==> src/rtl/ad_scheduler_if.sv <==
// ad_scheduler_if: request and served-ad valid/ready handshakes between front-end and scheduler
interface ad_scheduler_if;
  logic       req_valid;
  logic       req_ready;
  logic       A;
  logic       F;
  logic [1:0] T;
  logic       ad_valid;
  logic       ad_ready;
  logic [1:0] ad;
  logic       ad_none;
  modport master(output req_valid, A, F, T, ad_ready, input req_ready, ad_valid, ad, ad_none);
  modport slave(input req_valid, A, F, T, ad_ready, output req_ready, ad_valid, ad, ad_none);
endinterface

==> src/rtl/ad_scheduler.sv <==
// ad_scheduler: budgeted movie-ad selection FSM; AD_SERVE_COUNT_EN adds a saturating served_count output
module ad_scheduler #(
  parameter int BUDGET_W = 8
) (
  input  logic                  clk,
  input  logic                  reset,
  input  logic                  load,
  input  logic [4*BUDGET_W-1:0] budget_in,
  output logic [4*BUDGET_W-1:0] budget_left,
  ad_scheduler_if.slave         bus
`ifdef AD_SERVE_COUNT_EN
  ,
  output logic [15:0]           served_count
`endif
);
  typedef enum logic [1:0] {IDLE, SELECT, SERVE} state_t;
  state_t state, next_state;
  logic cap_a, cap_f, found, none_r, accept;
  logic [1:0] cap_t, pref, pick, ad_r;
  logic [3:0][BUDGET_W-1:0] budget;
  assign accept = state == SERVE && bus.ad_ready;
  assign pref = ((cap_t == 2'd0 || cap_t == 2'd3) && !cap_f && !cap_a) ? 2'd0 :
                (cap_t == 2'd1 || (cap_f && cap_t != 2'd2))           ? 2'd1 :
                (cap_a || cap_t == 2'd0 || cap_t == 2'd2)              ? 2'd2 : 2'd3;
  // walk the rotation backwards so the nearest funded ad after P wins
  always_comb begin
    pick  = pref;
    found = 1'b0;
    for (int k = 3; k >= 0; k--)
      if (budget[pref + 2'(k)] != '0) begin
        pick  = pref + 2'(k);
        found = 1'b1;
      end
  end
  always_comb
    next_state = state == IDLE   ? (bus.req_valid ? SELECT : IDLE) :
                 state == SELECT ? SERVE :
                 (bus.ad_ready ? IDLE : SERVE);
  always_ff @(posedge clk)
    state <= reset ? IDLE : next_state;
  always_ff @(posedge clk)
    if (reset) {cap_a, cap_f, cap_t} <= '0;
    else if (state == IDLE && bus.req_valid) {cap_a, cap_f, cap_t} <= {bus.A, bus.F, bus.T};
  always_ff @(posedge clk)
    if (reset) {ad_r, none_r} <= '0;
    else if (state == SELECT) {ad_r, none_r} <= {pick, !found};
  // a load may zero the registered ad while in SERVE, so the decrement still guards against underflow
  always_ff @(posedge clk)
    if (reset) budget <= '0;
    else if (load) budget <= budget_in;
    else if (accept && !none_r && budget[ad_r] != '0) budget[ad_r] <= budget[ad_r] - BUDGET_W'(1);
`ifdef AD_SERVE_COUNT_EN
  always_ff @(posedge clk)
    if (reset) served_count <= '0;
    else if (accept && !none_r && served_count != 16'hFFFF) served_count <= served_count + 16'd1;
`endif
  assign budget_left  = budget;
  assign bus.req_ready = state == IDLE;
  assign bus.ad_valid  = state == SERVE;
  assign bus.ad        = ad_r;
  assign bus.ad_none   = none_r;
endmodule

==> src/flat_wrapper.sv <==
// flat-port wrapper written by rule: the top's interface ports become plain ports
module ad_scheduler_flat 
#(
  parameter int BUDGET_W = 8
)
  (clk, reset, load, budget_in, budget_left, bus_req_valid, bus_A, bus_F, bus_T, bus_ad_ready, bus_req_ready, bus_ad_valid, bus_ad, bus_ad_none);
  ad_scheduler_if bus_i ();
  input  logic clk;
  input  logic reset;
  input  logic load;
  input  logic [4*BUDGET_W-1:0] budget_in;
  output logic [4*BUDGET_W-1:0] budget_left;
  input wire logic [$bits(bus_i.req_valid)-1:0] bus_req_valid;
  input wire logic [$bits(bus_i.A)-1:0] bus_A;
  input wire logic [$bits(bus_i.F)-1:0] bus_F;
  input wire logic [$bits(bus_i.T)-1:0] bus_T;
  input wire logic [$bits(bus_i.ad_ready)-1:0] bus_ad_ready;
  output wire logic [$bits(bus_i.req_ready)-1:0] bus_req_ready;
  output wire logic [$bits(bus_i.ad_valid)-1:0] bus_ad_valid;
  output wire logic [$bits(bus_i.ad)-1:0] bus_ad;
  output wire logic [$bits(bus_i.ad_none)-1:0] bus_ad_none;
  assign bus_i.req_valid = bus_req_valid;
  assign bus_i.A = bus_A;
  assign bus_i.F = bus_F;
  assign bus_i.T = bus_T;
  assign bus_i.ad_ready = bus_ad_ready;
  assign bus_req_ready = bus_i.req_ready;
  assign bus_ad_valid = bus_i.ad_valid;
  assign bus_ad = bus_i.ad;
  assign bus_ad_none = bus_i.ad_none;
  ad_scheduler #(.BUDGET_W(BUDGET_W)) u_core (.clk(clk), .reset(reset), .load(load), .budget_in(budget_in), .budget_left(budget_left), .bus(bus_i));
endmodule
==> config.mk <==
export PLATFORM = sky130hd
export DESIGN_NAME = ad_scheduler_flat
export DESIGN_NICKNAME = d
export VERILOG_FILES = /design/src/rtl/ad_scheduler_if.sv /design/src/rtl/ad_scheduler.sv /design/src/flat_wrapper.sv
export SDC_FILE = /design/constraint.sdc
export NUM_CORES = 1
export LEC_CHECK = 0
export ABC_AREA = 1
export ABC_CLOCK_PERIOD_IN_PS = 3400
export BUFFER_PORTS_ARGS = -buffer_cell sky130_fd_sc_hd__buf_2
export CAP_MARGIN = 20
export CELL_PAD_IN_SITES_DETAIL_PLACEMENT = 0
export CELL_PAD_IN_SITES_GLOBAL_PLACEMENT = 1
export CORE_ASPECT_RATIO = 0.5
export CORE_MARGIN = 5
export CORE_UTILIZATION = 39
export DETAILED_ROUTE_END_ITERATION = 16
export PLACE_DENSITY = 0.88
export SLEW_MARGIN = 15
export SYNTH_ARGS = -nofsm -noshare
export SYNTH_HDL_FRONTEND = slang
export SYNTH_SLANG_ARGS = --single-unit
==> constraint.sdc <==
create_clock -name clk -period 3.4 [get_ports clk]
set_input_delay 0.85 -clock clk [delete_from_list [all_inputs] [get_ports clk]]
set_output_delay 0.85 -clock clk [all_outputs]
set_load 0.01 [all_outputs]
==> Implementation_results.wiki <==
{| class="wikitable"
! Metric !! Value
|-
| Number of nets with antenna violations after detailed routing || 0
|-
| Routed wire per std cell || 14.6 um
|-
| Count of yosys warnings during synthesis || 0
|-
| Synthesized-area fraction occupied by ao, oa, aoi and oai cells || 13.6%
|-
| Top delay family on crit path || simple AND/OR/NAND/NOR gates
|-
| Die outline width || 133 um
|-
| Most used flip-flop cell after synthesis || sky130_fd_sc_hd__dfxtp_1
|-
| Clock tree from TritonCTS || done
|-
| Share of layout cells above drive strength 1 || 23.1%
|-
| # resized after CTS || 0
|-
| H-tree levels || 2
|-
| Clock Skew || 0.00254 ns
|-
| Class of the most critical hold timing path || flip-flop to flip-flop
|-
| Non-Filler Instances || 646
|-
| Sort of element at the start of the critical path || flip-flop
|-
| Clock sinks || 41
|-
| DR DRC count || 0
|-
| Area of the mapped netlist || 2930 um2
|-
| Logic depth of the worst register-to-register path || 11
|-
| Register-to-register setup slack || 0.92 ns
|-
| CTS buffer count || 5
|-
| Minimum clock period || 2.48 ns
|-
| Maximum clock frequency || 0.404 GHz
|-
| Data arrival time of the critical path || 2.64 ns
|-
| Max-Cap Viols || 0
|-
| Layout-stage area growth over the synthesis result || 20.2%
|-
| Hold Violations, Final || 0
|-
| Crit path kind || flip-flop to flip-flop
|-
| Slew margin rel. || 55.3%
|-
| Overall die area || 9450 um2
|-
| Synth Net Count || 524
|-
| ANT cells || 0
|-
| Worst Setup End Kind || flip-flop
|-
| Starting Density || 40.0%
|-
| Ratio of final minimum period to clock period || 72.8%
|-
| Wire length of the first global-routing pass || 15,400 um
|-
| Total track usage || 20.1%
|-
| Status || complete, no violations
|-
| Leakage power summed over all cells || 1.73 nW
|-
| Maximum count of clock buffers along a single path || 2
|-
| Sequential-to-total area share from yosys stat || 28.0%
|-
| Total wirelength of the detailed-routed design || 9420 um
|-
| Syn avg cell area || 6.13 um2
|-
| Post-Synthesis Cells || 478
|-
| Chip Height || 71.3 um
|-
| Multiplexer fraction of the synthesized cell area || 0%
|-
| Buffer cell driving the clock tree root || sky130_fd_sc_hd__clkbuf_16
|-
| Count of unique library cells instantiated by Yosys || 32
|-
| Post-synthesis simple-gate area fraction || 46.3%
|-
| Count of cell instances traversed by the critical path || 11
|-
| # IOs || 78
|-
| Count of placed standard cells including taps || 640
|-
| Critical path buffer and inverter count || 1
|-
| Endpoint required time on the critical path || 3.57 ns
|-
| Antenna violations before repair || 0
|-
| Final number of max-transition violations || 0
|-
| Post-CTS Hold Fix Bufs || 0
|-
| Post-layout net count || 597
|-
| Total setup buffers inserted after CTS || 0
|-
| Largest family of logic cells by synthesized area || simple AND/OR/NAND/NOR gates
|-
| Maximum vdd ir drop || 0.181 mV
|-
| Area share of xor/xnor cells in the synthesized design || 0.299%
|-
| Placement Rows || 22
|-
| Via count of the first global-routing pass || 3,063
|-
| Async set-or-reset flop fraction in the synthesized netlist || 0%
|-
| Worst Path Max Fanout || 11
|-
| RSZ-0062 raised after global routing || false
|-
| Number of iterations in the first detailed-routing pass || 4
|-
| HPWL after detailed placement || 7440 um
|-
| Slowest-stage cell, CP || sky130_fd_sc_hd__dfxtp_1
|-
| Violation count after the first detailed-route iteration || 250
|-
| Count of flip-flops with a built-in enable after synthesis || 0
|-
| Power density over the cells || 446 nW/um2
|-
| Total grt overflow || 0
|-
| CP Cell Sequence || nand2_1 -> nor2_1 -> nor3_2 -> ha_1 -> inv_1 -> nor2_1 -> nand2_1 -> xnor2_1 -> o21ai_0 -> nand2_1 -> a21oi_1
|-
| Worst Max-Slew Pin Slew || 0.670 ns
|-
| Total negative setup slack || 0 ns
|-
| Average via count per standard cell || 5.08
|-
| Core area || 7320 um2
|-
| Count of vias placed by the detailed router || 3,281
|-
| Source-to-sink clock delay at the later pin of the worst-skew pair || 0.28 ns
|-
| Setup-violating endpoint count in the final report || 0
|-
| Maximum cell stage delay along the critical path || 0.39 ns
|-
| Post-synthesis share of cell area spent on full adders, half adders and majority gates || 2.14%
|-
| Maximum number of pins on one net before global-route repair || 39
|-
| IO buf count || 77
|-
| Synth Register Bits || 41
|-
| Worst hold path stage count || 1
|-
| Clock input transition at the sequential cells of the worst setup and hold paths || 0.06 ns
|-
| Most frequent cell on the critical path || sky130_fd_sc_hd__nand2_1
|-
| GPL Wtd Cong || 0.888
|}
Yosys cell counts, types with 8 or more instances:
| library cell | instances | area (um2) |
|---|---|---|
| sky130_fd_sc_hd__dfxtp_1 | 41 | 821 |
| sky130_fd_sc_hd__nand4_1 | 9 | 56.3 |
| sky130_fd_sc_hd__nand2_1 | 136 | 510 |
| sky130_fd_sc_hd__nor2_2 | 8 | 50.1 |
| sky130_fd_sc_hd__inv_1 | 53 | 199 |
| sky130_fd_sc_hd__a21oi_1 | 38 | 190 |
| sky130_fd_sc_hd__nor2_1 | 50 | 188 |
| sky130_fd_sc_hd__nand2_2 | 10 | 62.6 |
| sky130_fd_sc_hd__o21ai_0 | 22 | 110 |
| sky130_fd_sc_hd__nand3_1 | 56 | 280 |
| sky130_fd_sc_hd__clkbuf_1 | 9 | 33.8 |
registers in the layout, indices dropped and copies added, names as in the netlist:
name,count
u_core.budget_left,32
u_core.bus.ad,2
u_core.cap_t,2
u_core.state,2
u_core.bus.ad_none,1
u_core.cap_a,1
u_core.cap_f,1
logic make-up after synthesis:
group | after synthesis
compound gates | 72
flops | 41
xor+xnor | 1
simple gates | 288
buf+inv | 71
fa+ha+maj | 5
through the flow:
stage	setup slack [ns]	power, W	hold WS [ns]	util, %	area, um2
final	0.925	0.00157	0.489	48.1	3520
after global routing	0.713	0.00169	0.500	48.1	3520
after detailed placement	0.999	0.00112	0.477	46.3	3390
after global placement	1.08	0.00112	0.462	46.3	3390
after CTS	0.954	0.00158	0.486	48.1	3520
after floorplan	1.33	0.000963	0.441	-	2930
path summary, 6_finish.rpt:
path | from | endpoint
worst min-delay path | u_core.state[1]$_SDFF_PP0_ | u_core.state[1]$_SDFF_PP0_
worst max register to register | u_core.bus.ad[0]$_SDFFE_PP0P_ | u_core.budget_left[20]$_SDFFE_PP0P_
worst max-delay path | u_core.bus.ad[0]$_SDFFE_PP0P_ | u_core.budget_left[20]$_SDFFE_PP0P_
worst min register to register | u_core.state[1]$_SDFF_PP0_ | u_core.state[1]$_SDFF_PP0_
cells in the final DEF, fill, tap and decap left out, types with 4 or more instances in the layout:
cell type / n
sky130_fd_sc_hd__a21oi_1: 38
sky130_fd_sc_hd__buf_2: 77
sky130_fd_sc_hd__clkbuf_16: 5
sky130_fd_sc_hd__dfxtp_1: 41
sky130_fd_sc_hd__ha_1: 5
sky130_fd_sc_hd__inv_1: 53
sky130_fd_sc_hd__nand2_1: 136
sky130_fd_sc_hd__nand2_2: 10
sky130_fd_sc_hd__nand3_1: 56
sky130_fd_sc_hd__nand3_2: 5
sky130_fd_sc_hd__nand3_4: 4
sky130_fd_sc_hd__nand4_1: 9
sky130_fd_sc_hd__nor2_1: 50
sky130_fd_sc_hd__nor2_2: 8
sky130_fd_sc_hd__o21ai_0: 22
sky130_fd_sc_hd__o22ai_1: 5
metal layers:
| layer | GRT usage (%) | share of wire (%) |
|---|---|---|
| met3 | 5.19 | 6.2 |
| met2 | 29.4 | 42 |
| met5 | 0 | 0 |
| met1 | 30.1 | 52 |
| met4 | 3.23 | 0.56 |
worst reg2reg max path, stage by stage, from the launching register on:
cell	delay [ns]
sky130_fd_sc_hd__dfxtp_1	0.39
sky130_fd_sc_hd__nand2_1	0.36
sky130_fd_sc_hd__nor2_1	0.10
sky130_fd_sc_hd__nor3_2	0.30
sky130_fd_sc_hd__ha_1	0.25
sky130_fd_sc_hd__inv_1	0.05
sky130_fd_sc_hd__nor2_1	0.12
sky130_fd_sc_hd__nand2_1	0.11
sky130_fd_sc_hd__xnor2_1	0.38
sky130_fd_sc_hd__o21ai_0	0.15
sky130_fd_sc_hd__nand2_1	0.09
sky130_fd_sc_hd__a21oi_1	0.05
final cells by class:
type                    instances  area [um2]
clock inverters                 1        5.00
flip-flops and latches         41         821
fillers                       804        3800
well taps                      96         120
clock buffers                   5         125
repair buffers                 80         408
multi-input cells             366        1830
inverters                      57         214
where the power goes:
| group | internal, W | leakage, nW | switching [W] |
|---|---|---|---|
| logic | 0.000186 | 1.33 | 0.000389 |
| registers | 0.000512 | 0.336 | 0.0000325 |
| clock network | 0.000263 | 0.0655 | 0.000189 |
| total | 0.000961 | 1.73 | 0.000611 |
Note: power is estimated with default switching activity, not from simulation.
